`src/rtl/fifo_uart_drain.sv`:
```
// ============================================================================
// Module   : fifo_uart_drain
// Purpose  : Pops nibble pairs from a CDC FIFO read port and sends each byte
//            (low nibble first) as an 8N1 UART frame; counts finished frames.
// Options  : define UART_DRAIN_PARITY_EN to insert an even-parity bit (8E1).
// Revision : 1.0 - initial release
// ============================================================================
`default_nettype none

module fifo_uart_drain #(
    parameter int DATA_WIDTH    = 4,
    parameter int CLOCK_DIVIDER = 16
) (
    input  logic                  clock,
    input  logic                  reset,
    input  logic                  empty,
    input  logic [DATA_WIDTH-1:0] read_data,
    output logic                  read_increment,
    output logic                  tx,
    output logic                  busy,
    output logic [7:0]            frames_sent
);

    localparam int                BAUD_W    = (CLOCK_DIVIDER > 1) ? $clog2(CLOCK_DIVIDER) : 1;
    localparam logic [BAUD_W-1:0] BAUD_LAST = BAUD_W'(CLOCK_DIVIDER - 1);

    typedef enum logic [2:0] {
        S_IDLE     = 3'd0,
        S_FETCH_HI = 3'd1,
        S_START    = 3'd2,
        S_DATA     = 3'd3,
`ifdef UART_DRAIN_PARITY_EN
        S_PARITY   = 3'd5,
`endif
        S_STOP     = 3'd4
    } state_t;

    state_t              state_q;
    logic [7:0]          shift_q;
    logic [BAUD_W-1:0]   baud_q;
    logic [2:0]          bit_q;
    logic                tx_q;
    logic [7:0]          frames_q;
`ifdef UART_DRAIN_PARITY_EN
    logic                parity_q;
`endif

    logic w_baud_tc;
    logic w_fetching;

    assign w_baud_tc  = (baud_q == BAUD_LAST);
    assign w_fetching = (state_q == S_IDLE) || (state_q == S_FETCH_HI);

    // The FIFO head is combinational, so a pop and its capture share one edge.
    assign read_increment = w_fetching && !empty;
    assign busy           = (state_q != S_IDLE);
    assign tx             = tx_q;
    assign frames_sent    = frames_q;

    always_ff @(posedge clock or posedge reset) begin
        if (reset) begin
            state_q  <= S_IDLE;
            shift_q  <= 8'h00;
            baud_q   <= '0;
            bit_q    <= 3'd0;
            tx_q     <= 1'b1;
            frames_q <= 8'h00;
`ifdef UART_DRAIN_PARITY_EN
            parity_q <= 1'b0;
`endif
        end else begin
            case (state_q)
                S_IDLE: begin
                    if (!empty) begin
                        shift_q[3:0] <= read_data[3:0];
                        state_q      <= S_FETCH_HI;
                    end
                end
                S_FETCH_HI: begin
                    if (!empty) begin
                        shift_q[7:4] <= read_data[3:0];
`ifdef UART_DRAIN_PARITY_EN
                        parity_q     <= ^{read_data[3:0], shift_q[3:0]};
`endif
                        tx_q         <= 1'b0;
                        baud_q       <= '0;
                        state_q      <= S_START;
                    end
                end
                S_START: begin
                    if (w_baud_tc) begin
                        tx_q    <= shift_q[0];
                        shift_q <= {1'b0, shift_q[7:1]};
                        bit_q   <= 3'd0;
                        baud_q  <= '0;
                        state_q <= S_DATA;
                    end else begin
                        baud_q  <= baud_q + 1'b1;
                    end
                end
                S_DATA: begin
                    if (w_baud_tc) begin
                        baud_q <= '0;
                        if (bit_q == 3'd7) begin
`ifdef UART_DRAIN_PARITY_EN
                            tx_q    <= parity_q;
                            state_q <= S_PARITY;
`else
                            tx_q    <= 1'b1;
                            state_q <= S_STOP;
`endif
                        end else begin
                            tx_q    <= shift_q[0];
                            shift_q <= {1'b0, shift_q[7:1]};
                            bit_q   <= bit_q + 3'd1;
                        end
                    end else begin
                        baud_q <= baud_q + 1'b1;
                    end
                end
`ifdef UART_DRAIN_PARITY_EN
                S_PARITY: begin
                    if (w_baud_tc) begin
                        tx_q    <= 1'b1;
                        baud_q  <= '0;
                        state_q <= S_STOP;
                    end else begin
                        baud_q  <= baud_q + 1'b1;
                    end
                end
`endif
                S_STOP: begin
                    if (w_baud_tc) begin
                        frames_q <= frames_q + 8'd1;
                        baud_q   <= '0;
                        state_q  <= S_IDLE;
                    end else begin
                        baud_q   <= baud_q + 1'b1;
                    end
                end
                default: begin
                    tx_q    <= 1'b1;
                    baud_q  <= '0;
                    state_q <= S_IDLE;
                end
            endcase
        end
    end

endmodule

`default_nettype wire

```
`config.mk`:
```
export PLATFORM = sky130hd
export DESIGN_NAME = fifo_uart_drain
export DESIGN_NICKNAME = d
export VERILOG_FILES = /design/src/rtl/fifo_uart_drain.sv
export SDC_FILE = /design/constraint.sdc
export NUM_CORES = 1
export LEC_CHECK = 0
export CAP_MARGIN = 10
export CELL_PAD_IN_SITES_DETAIL_PLACEMENT = 2
export CELL_PAD_IN_SITES_GLOBAL_PLACEMENT = 2
export CORE_MARGIN = 2
export CORE_UTILIZATION = 34
export CTS_CLUSTER_SIZE = 30
export DETAILED_ROUTE_END_ITERATION = 12
export PLACE_DENSITY_LB_ADDON = 0.1
export SYNTH_ARGS = -nofsm -noshare
export SYNTH_HDL_FRONTEND = slang
export SYNTH_SLANG_ARGS = --single-unit
export TNS_END_PERCENT = 5
```
`constraint.sdc`:
```
create_clock -name clock -period 1.85 [get_ports clock]
set_clock_uncertainty 0.05 [all_clocks]
set_input_delay 0.555 -clock clock [delete_from_list [all_inputs] [get_ports clock]]
set_output_delay 0.555 -clock clock [all_outputs]
set_load 0.01 [all_outputs]
```
Yosys cells after proc, flatten, opt, wreduce, memory -nomap -nowiden

Cells that the tools add are included.

Add/sub/neg operators: 3
Equal/unequal tests: 13
Mux-type cells: 24
Bitwise logic cells: 2
Reduce and logical (&&, ||, !) cells: 17

Operators with widths:

| operator                                      | number |
|---|---|
| one-hot mux 4 bit (3 select lines)            | 3 |
| 2-to-1 mux 3 bit                              | 8 |
| 2-to-1 mux 8 bit                              | 3 |
| one-hot mux 3 bit (5 select lines)            | 1 |
| != test 2 bit, second input constant          | 7 |
| 2-to-1 mux 4 bit                              | 3 |
| AND reduction 5 bit                           | 2 |
| nonzero test 3 bit                            | 3 |
| adder 8 x 1 -> 8 bit, second input constant   | 1 |
| AND reduction 4 bit                           | 2 |
| == test 3 x 2 -> 1 bit, second input constant | 2 |
| == test 3 bit, second input constant          | 2 |
| one-hot mux 3 bit (2 select lines)            | 1 |
| AND reduction 6 bit                           | 1 |
| adder 4 x 1 -> 4 bit, second input constant   | 1 |
| == test 4 bit, second input constant          | 1 |
| 2-to-1 mux 1 bit                              | 4 |
| one-hot mux 1 bit (4 select lines)            | 1 |
| AND reduction 2 bit                           | 2 |
| adder 3 x 1 -> 3 bit, second input constant   | 1 |
| == test 3 x 1 -> 1 bit, second input constant | 1 |
| zero test 3 bit                               | 1 |
| OR reduction 3 bit                            | 1 |
| NOT 1 bit                                     | 2 |
| 5 further kinds                               | 5 |

Flip-flop bits (word level): 27
Input bits: 7
Output and inout port bits: 11
Logic and storage cells: 66

Longest topological paths before layout

Word-level depth: 4
Mapped depth: 7
Depth with buffers taken out: 6

Worst setup path after synthesis

OpenSTA, ideal clock, no wires.

Kind: register to register
From: register bit_q[0]
To: register tx_q (netlist: tx)
Library setup time: 85 ps
Arrival time: 1503 ps
Required time: 1715 ps
Slack: 212 ps
Cell stages (with the launch flop): 7
Path buffers: 0
Period minus slack after synthesis: 1638 ps
Cell sequence: dfrtp_1 ha_1 ha_1 and2_1 o21ai_0 nand2_1 mux2_1

Longest elaborated chain between the ends: 4

Ends and longest elaborated chain:

| what                               | RTL line | source |
|---|---|---|
| from (decl)                        | 41       | `logic [2:0] bit_q;` |
| from (signal assigned)             | 115      | `bit_q <= bit_q + 3'd1;` |
| == test 3 bit                      | 104      | `if (bit_q == 3'd7) begin` |
| 2-to-1 mux 1 bit                   | 104      |  |
| 2-to-1 mux 1 bit                   | 102      | `if (w_baud_tc) begin` |
| one-hot mux 1 bit (4 select lines) | 72       | `case (state_q)` |
| to (signal assigned)               | 92       | `tx_q <= shift_q[0];` |
| to (signal assigned)               | 113      | `tx_q <= shift_q[0];` |
| to (decl)                          | 42       | `logic tx_q;` |

Every way passes these cells. The select of a mux whose other input is x is not followed.
A chain may end at the register's enable or synchronous reset.

Worst setup path in the final report

From: register frames_q[2] (netlist: frames_sent[2])
To: output port frames_sent[2]

RTL lines:

| what                   | RTL line | source |
|---|---|---|
| from (decl)            | 43       | `logic [7:0] frames_q;` |
| from (signal assigned) | 134      | `frames_q <= frames_q + 8'd1;` |
| to (decl)              | 21       | `output logic [7:0] frames_sent` |

No word-level cell between the ends.

==> flow_summary.yaml <==
run_status:
  status: "complete, no violations"
grt:
  grt_use_total_pct: 17.95
  overflow: 0
  grt_pass1_wl_mm: 6.210
  grt_pass1_vias: 1245
  grt_max_degree: 28
  antenna_found_initial: 0
routing:
  via_per_inst: 5.347
  post-route-drc-count: 0
  drt_iter0_markers: 85
  finalWirelength_mm: 3.575
  vias: 1155
  ant_nets: 0
  avgRoutedWirePerCell_um: 16.55
  first_pass_iters: 4
power:
  power_frac_comb_pct: 32.0
  p_sw_uw: 611.1
  swShare_pct: 33.62
  p_int_mw: 1.207
  seqPwrFrac_pct: 48.7
  max-vdd-ir-drop_mv: 0.3088
  p_total_mw: 1.818
  power_density_nw_per_um2: 1012
  p_leak_nw: 0.8408
  p_clk_share_pct: 19.3
synth:
  yosysWarnings: 0
  synth_top_family_by_area: "simple AND/OR/NAND/NOR gates"
  synth_cells: 135
  syn_avg_cell_area_um2: 10.33
  syn-num-nets: 146
  synth-seq-cells: 27
  synthTopCellsByArea: "dfrtp_1 (47%), nand2_1 (4.6%), xnor2_1 (3.8%)"
  yosysSeqAreaShare_pct: 48.52
  yosys.area_share.simple_pct: 18.48
  synthMuxAreaShare_pct: 3.767
  ys.flop_type: "dfrtp_1"
  synth.distinct_cells: 41
  synth_compound_area_share_pct: 18.21
  synth_async_sr_flop_share_pct: 100.0
  synth-edff-count: 0
  synth_top_cell_area_share_pct: 46.64
  synth-xor-area-share_pct: 4.395
  synth.largest_area_cell: "dfrtp_1"
  synth_fa_ha_area_share_pct: 3.587
  synth_area_um2: 1395
critical_path:
  worstRegToRegCells: 6
  crit_family: "buffers and inverters"
  cp_data_required_time_ps: 1240
  crit_chain: "clkdlybuf4s50_1"
  cp_num_cells: 1
  cp.buffers_inverters: 1
  crit_slowest_cell: "clkdlybuf4s50_1"
  endpoint_kind: "primary output"
  worstSetupStartpointType: "flip-flop"
  cp_max_fo: 2
  crit_arrival_ps: 1180
  critPathMaxStageDelay_ps: 540
  criticalPathCategory: "reg -> out"
timing:
  worstMarginPinSlew_ps: 483.0
  holdWs_ps: 441.3
  timing.fmax_mhz: 559.4
  drv_slew: 0
  period_minus_slack_ps: 1788
  fin_crit_sh_pct: 96.62
  grt_setup_unrepaired: "yes"
  slew_headroom_pct: 67.35
  setup-violations-final: 0
  final-hold-violation-count: 0
placed_design:
  dpl.cell_count: 211
  place_congestion: 0.7575
  postPlaceCellArea_um2: 1709
  hpwl_mm: 2.700
  port_buffers: 17
cells_and_area:
  fillers: 429
  layout_commonest_cell: "dfrtp_1"
  final_area_um2: 1797
  final_util_pct: 45.24
  antenna_cells: 0
  regArea_um2: 676.9
  drive_gt1_share_pct: 21.08
  stdcell_count: 216
  layout_common_cells: "dfrtp_1 (26), nand2_1 (17), buf_4 (16), o21ai_1 (8), nand3_1 (8)"
  syn2layout_area_growth_pct: 28.79
  fin_nets: 178
  multiInputGateArea_um2: 715.7
floorplan:
  die_area_um2: 4631
  die_x_um: 68.06
  start_util_pct: 35.13
  core_area_um2: 3971
  rows: 23
  die-height_um: 68.06
  io_pins: 18
clocking:
  numCtsBuffers: 3
  cts_buffer_depth: 2
  tritoncts: "yes"
  clk_pin_slew_ps: 110
  h-tree-depth: 1
  clk_latency_ps: 280
  cts.sinks: 27
  cts_root_buffer: "clkbuf_8"
  ctsHoldBuffers: 0
worst_hold_path:
  hold_depth: 1
  min_path_type: "reg -> reg"
flow_run:
  cap_viol_max_count: 0
-- sequential cells by signal, summed over array words and instances, names as in the netlist --
register     count
shift_q          8
frames_sent      8
baud_q           4
bit_q            3
state_q          3
tx               1
-- cells by family after synthesis --
| group | count (synthesis) |
|---|---|
| and+or+nand+nor | 47 |
| buffers and inverters | 8 |
| DFF | 27 |
| xor gates and xnor gates | 7 |
| muxes | 5 |
| adders and majority gates | 4 |
| AOI/OAI and AO/OA | 37 |
-- power by group through the flow --
stage / sequential, mW / clock, mW / combinational [mW]
after floorplan: 0.870 / 0 / 0.385
after global placement: 0.880 / 0 / 0.527
after detailed placement: 0.894 / 0 / 0.562
after CTS: 0.882 / 0.364 / 0.560
after global routing: 0.911 / 0.388 / 0.670
final: 0.885 / 0.350 / 0.582
-- synthesized netlist by cell type, types with 2 or more instances --
cell type and number:
a22oi_1 2, xnor2_1 6, buf_4 2, a2bb2oi_1 4
nor2_1 4, nor3_1 2, o21ai_1 8, mux2i_1 3
nand2_1 17, ha_1 4, nor2b_1 3, a21oi_1 5
nand4_1 2, o22a_1 2, buf_2 4, dfrtp_1 26
mux2_1 2, o31ai_1 2, o21ai_0 3, o22ai_1 5
nand3_1 8, nand2b_1 2
-- metrics by stage --
stage	setup WS (ps)	setup TNS, ps
final	62.47	0
after global routing	-27.14	-44.00
after CTS	-46.75	-74.17
after global placement	-415.9	-2170
after floorplan	211.8	0
after detailed placement	-437.0	-2312
-- worst paths after layout --
kind	to	slack [ps]	from
setup / recovery	frames_sent[2]	60	frames_sent[2]
hold / removal	frames_sent[7]	440	frames_sent[7]
setup reg to reg	shift_q[1]	70	bit_q[0]
hold reg to reg	frames_sent[7]	440	frames_sent[7]
max in group asynchronous	tx	870	reset
min in group asynchronous	frames_sent[1]	580	reset
-- routing by layer --
metal	track usage [%]	up-vias	share of wire [%]
li1	-	555	-
met1	25.26	583	46
met2	29.37	15	50
met3	2.632	2	2.8
met4	3.750	0	0.59
met5	0	-	0
-- what timing repair did --
item,4_1_cts,5_1_grt
setup buffers,0,1
pin swaps,0,2
endpoints found under the setup margin,10,13
gates cloned,0,0
resized for setup,14,11
-- cell type report --
class                   count  area share, %
clock buffers               3          2.298
clock inverters             1         0.2786
inverters                   1         0.2089
multi-input cells         100          39.83
flip-flops and latches     27          37.67
well taps                  50          3.482
repair buffers             34          16.23
(Power assumes the default switching activity.)
